### config.mk
export PLATFORM = sky130hd
export DESIGN_NAME = fp_postprocess
export DESIGN_NICKNAME = d
export VERILOG_FILES = /design/src/rtl/fp_postprocess_pkg.sv /design/src/rtl/fp_round_inc.sv /design/src/rtl/fp_postprocess.sv
export SDC_FILE = /design/constraint.sdc
export NUM_CORES = 1
export LEC_CHECK = 0
export ABC_AREA = 0
export ABC_CLOCK_PERIOD_IN_PS = 6600
export CORE_ASPECT_RATIO = 0.8
export CORE_MARGIN = 2
export CORE_UTILIZATION = 57
export CTS_BUF_LIST = sky130_fd_sc_hd__clkbuf_4 sky130_fd_sc_hd__clkbuf_8 sky130_fd_sc_hd__clkbuf_16
export CTS_CLUSTER_SIZE = 24
export DETAILED_ROUTE_END_ITERATION = 6
export PLACE_DENSITY = 0.83
export SETUP_SLACK_MARGIN = 0.4
export SYNTH_ARGS = -nofsm -noshare
export SYNTH_HDL_FRONTEND = slang
export SYNTH_HIERARCHICAL = 1
export SYNTH_SLANG_ARGS = --single-unit
### constraint.sdc
create_clock -name clk -period 6.6 [get_ports clk]
set_input_delay 0.99 -clock clk [delete_from_list [all_inputs] [get_ports clk]]
set_output_delay 0.99 -clock clk [all_outputs]
set_load 0.03 [all_outputs]
### src/rtl/fp_postprocess_pkg.sv
// Shared constants for the floating-point multiplier back end.
package fp_postprocess_pkg;

  localparam int WIDTH    = 32;
  localparam int WEXP     = 8;
  localparam int WSIG     = 23;
  localparam int BIAS     = 127;
  localparam int WCONTROL = 2;

  typedef enum logic [WCONTROL-1:0] {
    RM_RN = 2'b00,
    RM_RZ = 2'b01,
    RM_RP = 2'b10,
    RM_RM = 2'b11
  } round_mode_t;

  typedef enum logic [1:0] {
    S_IDLE,
    S_NORM,
    S_ROUND,
    S_HOLD
  } state_t;

  localparam logic [WIDTH-1:0] QNAN = {1'b0, {WEXP{1'b1}}, 1'b1, {(WSIG-1){1'b0}}};

endpackage

### src/rtl/fp_round_inc.sv
// Decides whether the truncated significand is incremented for the selected rounding mode.
module fp_round_inc
  import fp_postprocess_pkg::*;
(
  input  logic [WCONTROL-1:0] roundmode,
  input  logic                sign,
  input  logic                lsb,
  input  logic                guard,
  input  logic                sticky,
  output logic                inc
);

  always_comb begin
    inc = 1'b0;
    case (round_mode_t'(roundmode))
      RM_RN:   inc = guard & (sticky | lsb);
      RM_RZ:   inc = 1'b0;
      RM_RP:   inc = (guard | sticky) & ~sign;
      RM_RM:   inc = (guard | sticky) & sign;
      default: inc = 1'b0;
    endcase
  end

endmodule

### src/rtl/fp_postprocess.sv
// Floating-point multiplier back end: normalizes, denormalizes and rounds the
// significand product, then packs the IEEE result with exception flags.
module fp_postprocess #(
  parameter int WIDTH = fp_postprocess_pkg::WIDTH,
  parameter int WEXP  = fp_postprocess_pkg::WEXP,
  parameter int WSIG  = fp_postprocess_pkg::WSIG,
  parameter int BIAS  = fp_postprocess_pkg::BIAS
) (
  input  logic                   clk,
  input  logic                   rst_n,
  input  logic                   in_valid,
  output logic                   in_ready,
  input  logic [2*WSIG+1:0]      prod,
  input  logic signed [WEXP+1:0] exp_sum,
  input  logic                   sign,
  input  logic                   zero,
  input  logic                   aisnan,
  input  logic                   bisnan,
  input  logic                   infinity,
  input  logic [1:0]             roundmode,
  output logic                   out_valid,
  input  logic                   out_ready,
  output logic [WIDTH-1:0]       result,
  output logic                   overflow,
  output logic                   underflow,
  output logic                   inexact,
  output logic                   invalid
);
  import fp_postprocess_pkg::*;

  localparam int P  = 2*WSIG+2;
  localparam int WE = WEXP+2;
  localparam logic signed [WE:0]   EXP_MAX = (WE+1)'(2*BIAS+1);
  localparam logic signed [WE-1:0] EXP_ONE = WE'(1);
  localparam logic signed [WE-1:0] EXP_TOP = {1'b0, {(WE-1){1'b1}}};
  localparam logic [WIDTH-1:0]     QNAN_W  = {1'b0, {WEXP{1'b1}}, 1'b1, {(WSIG-1){1'b0}}};

  state_t               state_q, state_d;
  logic [P-1:0]         sig_q, sig_d;
  logic                 sticky_q, sticky_d;
  logic signed [WE-1:0] exp_q, exp_d;
  logic                 sign_q, sign_d;
  round_mode_t          rmode_q, rmode_d;
  logic [WIDTH-1:0]     result_q, result_d;
  logic                 ovf_q, ovf_d, unf_q, unf_d, inx_q, inx_d, inv_q, inv_d;

  logic [WSIG-1:0]      frac;
  logic                 hidden, guard, rsticky, inc, to_inf;
  logic [WSIG+1:0]      rsum;
  logic signed [WE:0]   exp_rnd;
  logic [WIDTH-1:0]     rnd_result;
  logic                 rnd_ovf, rnd_unf, rnd_inx;

  assign hidden  = sig_q[2*WSIG];
  assign frac    = sig_q[2*WSIG-1:WSIG];
  assign guard   = sig_q[WSIG-1];
  assign rsticky = sticky_q | (|sig_q[WSIG-2:0]);

  fp_round_inc u_round_inc (
    .roundmode (rmode_q),
    .sign      (sign_q),
    .lsb       (frac[0]),
    .guard     (guard),
    .sticky    (rsticky),
    .inc       (inc)
  );

  // A carry out of {hidden,frac} leaves an all-zero fraction one binade up.
  assign rsum    = {1'b0, hidden, frac} + {{(WSIG+1){1'b0}}, inc};
  assign exp_rnd = {exp_q[WE-1], exp_q} + {{WE{1'b0}}, rsum[WSIG+1]};
  assign to_inf  = (rmode_q == RM_RN) | ((rmode_q == RM_RP) & ~sign_q) |
                   ((rmode_q == RM_RM) & sign_q);

  always_comb begin
    rnd_inx = guard | rsticky;
    rnd_unf = ~hidden & rnd_inx;
    rnd_ovf = 1'b0;
    if (rsum[WSIG+1])
      rnd_result = {sign_q, exp_rnd[WEXP-1:0], {WSIG{1'b0}}};
    else if (rsum[WSIG])
      rnd_result = {sign_q, exp_rnd[WEXP-1:0], rsum[WSIG-1:0]};
    else
      rnd_result = {sign_q, {WEXP{1'b0}}, rsum[WSIG-1:0]};
    if (exp_rnd >= EXP_MAX) begin
      rnd_ovf = 1'b1;
      rnd_inx = 1'b1;
      rnd_unf = 1'b0;
      if (to_inf)
        rnd_result = {sign_q, {WEXP{1'b1}}, {WSIG{1'b0}}};
      else
        rnd_result = {sign_q, {(WEXP-1){1'b1}}, 1'b0, {WSIG{1'b1}}};
    end
  end

  always_comb begin
    state_d  = state_q;
    sig_d    = sig_q;
    sticky_d = sticky_q;
    exp_d    = exp_q;
    sign_d   = sign_q;
    rmode_d  = rmode_q;
    result_d = result_q;
    ovf_d    = ovf_q;
    unf_d    = unf_q;
    inx_d    = inx_q;
    inv_d    = inv_q;
    case (state_q)
      S_IDLE: begin
        if (in_valid) begin
          sig_d    = prod;
          sticky_d = 1'b0;
          exp_d    = exp_sum;
          sign_d   = sign;
          rmode_d  = round_mode_t'(roundmode);
          result_d = '0;
          ovf_d    = 1'b0;
          unf_d    = 1'b0;
          inx_d    = 1'b0;
          inv_d    = 1'b0;
          state_d  = S_NORM;
          // Special operands bypass the datapath and are packed on the accept edge.
          if (aisnan | bisnan | (infinity & zero)) begin
            result_d = QNAN_W;
            inv_d    = infinity & zero;
            state_d  = S_HOLD;
          end else if (infinity) begin
            result_d = {sign, {WEXP{1'b1}}, {WSIG{1'b0}}};
            state_d  = S_HOLD;
          end else if (zero) begin
            result_d = {sign, {(WIDTH-1){1'b0}}};
            state_d  = S_HOLD;
          end
        end
      end
      S_NORM: begin
        if (sig_q[P-1] || (exp_q < EXP_ONE)) begin
          sig_d    = sig_q >> 1;
          sticky_d = sticky_q | sig_q[0];
          exp_d    = (exp_q == EXP_TOP) ? exp_q : exp_q + EXP_ONE;
        end else begin
          state_d = S_ROUND;
        end
      end
      S_ROUND: begin
        result_d = rnd_result;
        ovf_d    = rnd_ovf;
        unf_d    = rnd_unf;
        inx_d    = rnd_inx;
        inv_d    = 1'b0;
        state_d  = S_HOLD;
      end
      S_HOLD: begin
        if (out_ready)
          state_d = S_IDLE;
      end
      default: state_d = S_IDLE;
    endcase
  end

  always_ff @(posedge clk or negedge rst_n) begin
    if (!rst_n) begin
      state_q  <= S_IDLE;
      sig_q    <= '0;
      sticky_q <= 1'b0;
      exp_q    <= '0;
      sign_q   <= 1'b0;
      rmode_q  <= RM_RN;
      result_q <= '0;
      ovf_q    <= 1'b0;
      unf_q    <= 1'b0;
      inx_q    <= 1'b0;
      inv_q    <= 1'b0;
    end else begin
      state_q  <= state_d;
      sig_q    <= sig_d;
      sticky_q <= sticky_d;
      exp_q    <= exp_d;
      sign_q   <= sign_d;
      rmode_q  <= rmode_d;
      result_q <= result_d;
      ovf_q    <= ovf_d;
      unf_q    <= unf_d;
      inx_q    <= inx_d;
      inv_q    <= inv_d;
    end
  end

  assign in_ready  = (state_q == S_IDLE);
  assign out_valid = (state_q == S_HOLD);
  assign result    = result_q;
  assign overflow  = ovf_q;
  assign underflow = unf_q;
  assign inexact   = inx_q;
  assign invalid   = inv_q;

endmodule
## Word level (Yosys, flattened, before mapping)

Index checks and enable logic that the tools add are counted.

| operators by class | value |
|---|---|
| multiplexer cells | 36 |
| shifts and indexed selects | 0 |
| reduce and logical (&&, ||, !) cells | 11 |
| divide/modulo/power cells | 0 |
| magnitude comparators | 2 |
| $add $sub $neg | 3 |
| bitwise operators | 17 |
| eq/ne operators | 12 |
| multipliers | 0 |

Operator list:

| operator | count |
|---|---|
| $mux 32 | 4 |
| $mux 48 | 2 |
| $pmux 48 s2 | 1 |
| $mux 31 | 3 |
| $pmux 32 s2 | 1 |
| $mux 10 | 3 |
| $add 24x1->25 | 1 |
| $mux 24 | 1 |
| $reduce_or 22->1 | 1 |
| $pmux 10 s2 | 1 |
| $mux 2 | 6 |
| $add 10x2->11 | 1 |
| $ge 11x9->1 const B | 1 |
| $add 10x2->10 const B | 1 |
| $eq 10x10->1 const B | 1 |
| $lt 10x2->1 const B | 1 |
| $pmux 1 s2 | 5 |
| $eq 2x2->1 const B | 4 |
| $ne 2x2->1 const B | 4 |
| $or 1x1->1 | 8 |
| $pmux 2 s4 | 1 |
| $and 1x1->1 | 7 |
| $mux 1 | 7 |
| $reduce_and 3->1 | 2 |
| other kinds (9) | 14 |

| storage, ports and cells | value |
|---|---|
| memories kept | 0 |
| logic and storage cells | 92 |
| bits in registers | 100 |
| ROM bits | 0 |
| memory bits (writable) | 0 |
| latch bits | 0 |
| output and inout port bits | 38 |

## Logic depth before layout (Yosys ltp)

| logic depth | value |
|---|---|
| word-level depth | 11 |
| depth in mapped cells | 20 |

## Hierarchy

Netlist, hierarchy kept.

By module, submodules not included:

| module | cells each | area an instance (µm²) | instances |
|---|---|---|---|
| fp_postprocess | 608 | 5595.4 | 1 |
| fp_round_inc | 5 | 35.0 | 1 |

## Least setup slack after synthesis

Ideal clock, no wire load.

| timing path | value |
|---|---|
| path type | register to register |
| start point | register sig_q[9] |
| end point | register result_q[11], in the netlist result[11] |
| path slack | 2434 ps |
| path buffers | 2 |
| required time | 6479 ps |
| library setup time | 121 ps |
| cell stages (with the launch flop) | 21 |
| data arrival time | 4045 ps |
| cell sequence | dfrtp_1 > nor3_1 > and4_1 > nand3_1 > a21oi_1 > nor3_2 > ha_1 > ha_1 > nand4_4 > or4_4 > buf_2 > inv_1 > ha_1 > ha_1 > nand3_1 > or4_4 > a32oi_2 > o21ai_2 > clkbuf_1 > a21oi_1 > o21ai_1 |

| between the ends | value |
|---|---|
| longest elaborated chain between the ends | 10 |
| elaborated cells between the ends (all ways) | 15 |

RTL lines:

| item | line | text |
|---|---|---|
| start: declaration | fp_postprocess.sv:39 | `logic [P-1:0] sig_q, sig_d;` |
| start signal: assignment | fp_postprocess.sv:175 | `sig_q <= sig_d;` |
| $reduce_or 22->1 * | fp_postprocess.sv:57 | `assign rsticky = sticky_q \| (\|sig_q[WSIG-2:0]);` |
| $or 1x1->1 * | fp_postprocess.sv:57 |  |
| named net rsticky | fp_postprocess.sv:48 | `logic hidden, guard, rsticky, inc, to_inf;` |
| $or 1x1->1, on equally long branches | fp_round_inc.sv:18, fp_round_inc.sv:19, fp_round_inc.sv:16 |  |
| $and 1x1->1, on equally long branches | fp_round_inc.sv:19, fp_round_inc.sv:16, fp_round_inc.sv:18 |  |
| $pmux 1 s4 * | fp_round_inc.sv:15 | `case (round_mode_t'(roundmode))` |
| named net inc | fp_postprocess.sv:48 |  |
| $add 24x1->25 * | fp_postprocess.sv:69 | `assign rsum = {1'b0, hidden, frac} + {{(WSIG+1){1'b0}}, inc};` |
| $add 10x2->11 / $mux 31 (equally long branches) | fp_postprocess.sv:70, fp_postprocess.sv:80 |  |
| $ge 11x9->1 / $mux 31 (equally long branches) | fp_postprocess.sv:84, fp_postprocess.sv:78 |  |
| $mux 31 * | fp_postprocess.sv:84 | `if (exp_rnd >= EXP_MAX) begin` |
| $pmux 32 s2 * | fp_postprocess.sv:107 | `case (state_q)` |
| end signal: assignment | fp_postprocess.sv:180 | `result_q <= result_d;` |
| end: declaration | fp_postprocess.sv:44 | `logic [WIDTH-1:0] result_q, result_d;` |

Mark *: on every way through the listed nets, which the timed path passes. The rest lies on a longest branch.
A chain may end at the register's enable or synchronous reset.

## Worst setup path in the final report

| timing path | value |
|---|---|
| start point | register sig_q[6] |
| end point | register result_q[26], in the netlist result[26] |

| between the ends | value |
|---|---|
| longest elaborated chain between the ends | 11 |
| elaborated cells between the ends (all ways) | 15 |

RTL lines:

| item | line |
|---|---|
| $reduce_or 22->1 * | fp_postprocess.sv:57 |
| $or 1x1->1 * | fp_postprocess.sv:57 |
| named net rsticky | fp_postprocess.sv:48 |
| $or 1x1->1, on equally long branches | fp_round_inc.sv:18, fp_round_inc.sv:19, fp_round_inc.sv:16 |
| $and 1x1->1, on equally long branches | fp_round_inc.sv:19, fp_round_inc.sv:16, fp_round_inc.sv:18 |
| $pmux 1 s4 * | fp_round_inc.sv:15 |
| named net inc | fp_postprocess.sv:48 |
| $add 24x1->25 * | fp_postprocess.sv:69 |
| parallel branches: the longest is 3 deep, another holds $add 10x2->11 | -- |
| $mux 31 * | fp_postprocess.sv:84 |
| $pmux 32 s2 * | fp_postprocess.sv:107 |

Mark *: on every way through the listed nets, which the timed path passes.

==> flow_summary.toml <==
[outcome]
outcome = "complete, no violations"

[setup_path]
cpPeakStageDelay_ns = 0.64
cp_max_fo = 22
criticalPathCategory = "register to register"
cp_cell_sequence = "nor4_1 -> and4_1 -> nand3_1 -> a21oi_1 -> nor3_2 -> ha_1 -> ha_1 -> nand4_4 -> or4_4 -> inv_1 -> ha_1 -> ha_1 -> nand3_1 -> or4_4 -> a32oi_2 -> o21ai_2 -> a21oi_2 -> o211ai_1"
cp-start-kind = "register"
arrival_ns = 5.08
crit_path_end_kind = "register"
slowest_stage = "or4_4"
cpLargestDelayFamily = "simple AND/OR/NAND/NOR gates"
worst-path-buf-inv = 1
critical_path_required_ns = 6.79
crit_top_cell = "ha_1"

[sta]
max_freq_mhz = 204
hold_slack_ns = 0.490
finalSetupViolations = 0
fin_ws_ns = 1.71
finalCritPeriodShare = 0.741
setup_tns_ns = 0
drv_slew = 0
tightest_slew_ns = 1.15
hold_viol_final = 0
relSlewSlack = 0.233
grt_setup_unrepaired = "false"
finClkSkew_ns = 0.0104
fin_crit_ns = 4.89

[pwr]
ir_drop_uv = 370
p_per_area_nw_per_um2 = 518
cellLeakagePower_nw = 2.91

[layout]
antenna_cells = 0
final_nets = 776
finalInstanceArea_um2 = 7010
fin_util = 0.729
drive_above_1_share = 0.0642
area_growth_syn_to_layout_pct = 24.4
final_cell_mix = "clkdlybuf4s50_1 (105), nand2_1 (101), dfrtp_1 (100)"
nFillCells = 748
mostFrequentLayoutCell = "clkdlybuf4s50_1"

[drt]
num_vias = 4912
wire_per_inst_um = 17.3
wl_um = 14200
drc = 0
drt_iter0_markers = 405
via_per_inst = 5.99
ant_nets = 0
first_pass_iters = 5

[global_routing]
grt_pass1_vias = 4625
grt_max_degree = 85
grtUsageTotal = 0.275
grt_first_pass_wirelength_um = 23300
antenna_found_initial = 0
grt_overflow = 0

[cts]
post-cts-setup-buffer-count = 0
cts_resized = 0
path_clk_slew_ns = 0.07
clock-sinks = 100
clk_latency_ns = 0.34
cts_root_buf = "clkbuf_16"
cts_tree = "done"
ctsHoldBuffers = 0
clk_path_buf_depth = 2
numCtsBuffers = 9
htreeDepth = 3

[placement]
post-place-ws_ns = 1.83
place_area_um2 = 6700
gp_congestion = 0.876
io_buffer_count = 106
place_hpwl_um = 10400

[hold_path]
min_path_type = "register to register"

[synthesis]
synthTopCellsByArea = "dfrtp_1 (44%), mux2i_1 (8.9%), nand2_1 (6.7%)"
async_reset_ff_frac = 1.00
synth_cell_types = 63
yosys_warnings = 6
yosys.area.top_type = "dfrtp_1"
syn-mean-instance-area_um2 = 9.18
syn_inst = 613
synth_edf_count = 0
ys_seq_elements = 100
netlist_area_um2 = 5630
syn_nets = 693
synth_flop_cell = "dfrtp_1"
yosysTopAreaCellShare = 0.444
synth-seq-area-share = 0.444

[floorplan]
fp.dieW_um = 115
coreArea_um2 = 9610
rows = 32
die_y_um = 92.9
fp.dieArea_um2 = 10700
start_util = 0.586
io_pins = 107

[flow_run]
max_cap_violations = 0
tightest hold or removal path: stages, from the launching register on:
cell and delay [ns]:
dfrtp_1 0.34, nand2_1 0.05, o21ai_1 0.06
per-layer routing:
layer | track usage | vias up | wire length, um
met5 | 0 | - | 0
met4 | 0.0592 | 0 | 146
met3 | 0.0419 | 15 | 947
met2 | 0.417 | 213 | 6270
met1 | 0.418 | 2348 | 6830
li1 | - | 2336 | -
where the power goes:
part / internal, mW / total (mW) / switching (mW)
Combinational: 0.726 / 1.82 / 1.10
Clock: 0.309 / 0.547 / 0.238
Sequential: 0.911 / 1.26 / 0.348
synthesized netlist by cell type (2+ instances only):
cell type	n
dfrtp_1	100
clkbuf_1	21
ha_1	11
a22o_1	3
or2_2	3
a22oi_1	5
and3_1	6
inv_1	13
nand4_1	7
a211oi_1	2
and4_1	5
nand3_1	18
nor3b_1	2
o211ai_1	8
buf_4	2
o21a_1	3
a21oi_1	26
o21ai_1	21
buf_6	2
a31oi_1	4
buf_2	11
xor2_1	13
mux2_2	4
nor4_1	6
nor2b_1	6
mux2i_1	50
or4_4	2
xnor2_1	16
o21ai_2	3
nor3_1	21
nor2_1	22
nand2_1	101
o21ai_0	65
or4_1	2
kinds of logic (layout without fill, tap and decap cells):
| group | Yosys count | in the layout | synth area share |
|---|---|---|---|
| buffers and inverters | 52 | 140 | 0.0413 |
| adders and majority gates | 11 | 11 | 0.0244 |
| xor gates and xnor gates | 29 | 29 | 0.0451 |
| and+or+nand+nor | 212 | 212 | 0.184 |
| DFF | 100 | 100 | 0.444 |
| muxes | 54 | 54 | 0.0969 |
| AOI/OAI and AO/OA | 155 | 155 | 0.164 |
final timing paths:
| path | slack (ns) | cells after the start | endpoint | start |
|---|---|---|---|---|
| max | 1.71 | 18 | result[26] | sig_q[6] |
| max in group asynchronous | 4.79 | 2 | state_q[1] | rst_n |
| max reg2reg | 1.71 | 18 | result[26] | sig_q[6] |
| min | 0.49 | 2 | result[18] | result[18] |
| min reg2reg | 0.49 | 2 | result[18] | result[18] |
| min in group asynchronous | 0.56 | 1 | sig_q[13] | rst_n |
through the flow:
stage	instances	total power [mW]
floorplan	613	2.50
finish	820	3.63
global placement	804	2.97
CTS	820	3.61
global route	820	3.88
detailed placement	804	3.06
registers in the layout, indices dropped and copies added, names as in the netlist:
register	count
sig_q	48
result	32
exp_q	10
rmode_q	2
state_q	2
inexact	1
invalid	1
overflow	1
sign_q	1
sticky_q	1
underflow	1
final cells by class:
class                           instances  area (um^2)  share of cell area
Sequential cell                       100         2500               0.357
Clock buffer                           10          239              0.0341
Multi-Input combinational cell        461         2910               0.415
Clock inverter                          6         70.1              0.0100
Tap cell                              119          149              0.0213
Inverter                               14         52.6             0.00750
Timing Repair Buffer                  110         1090               0.155
(Power assumes the default switching activity.)
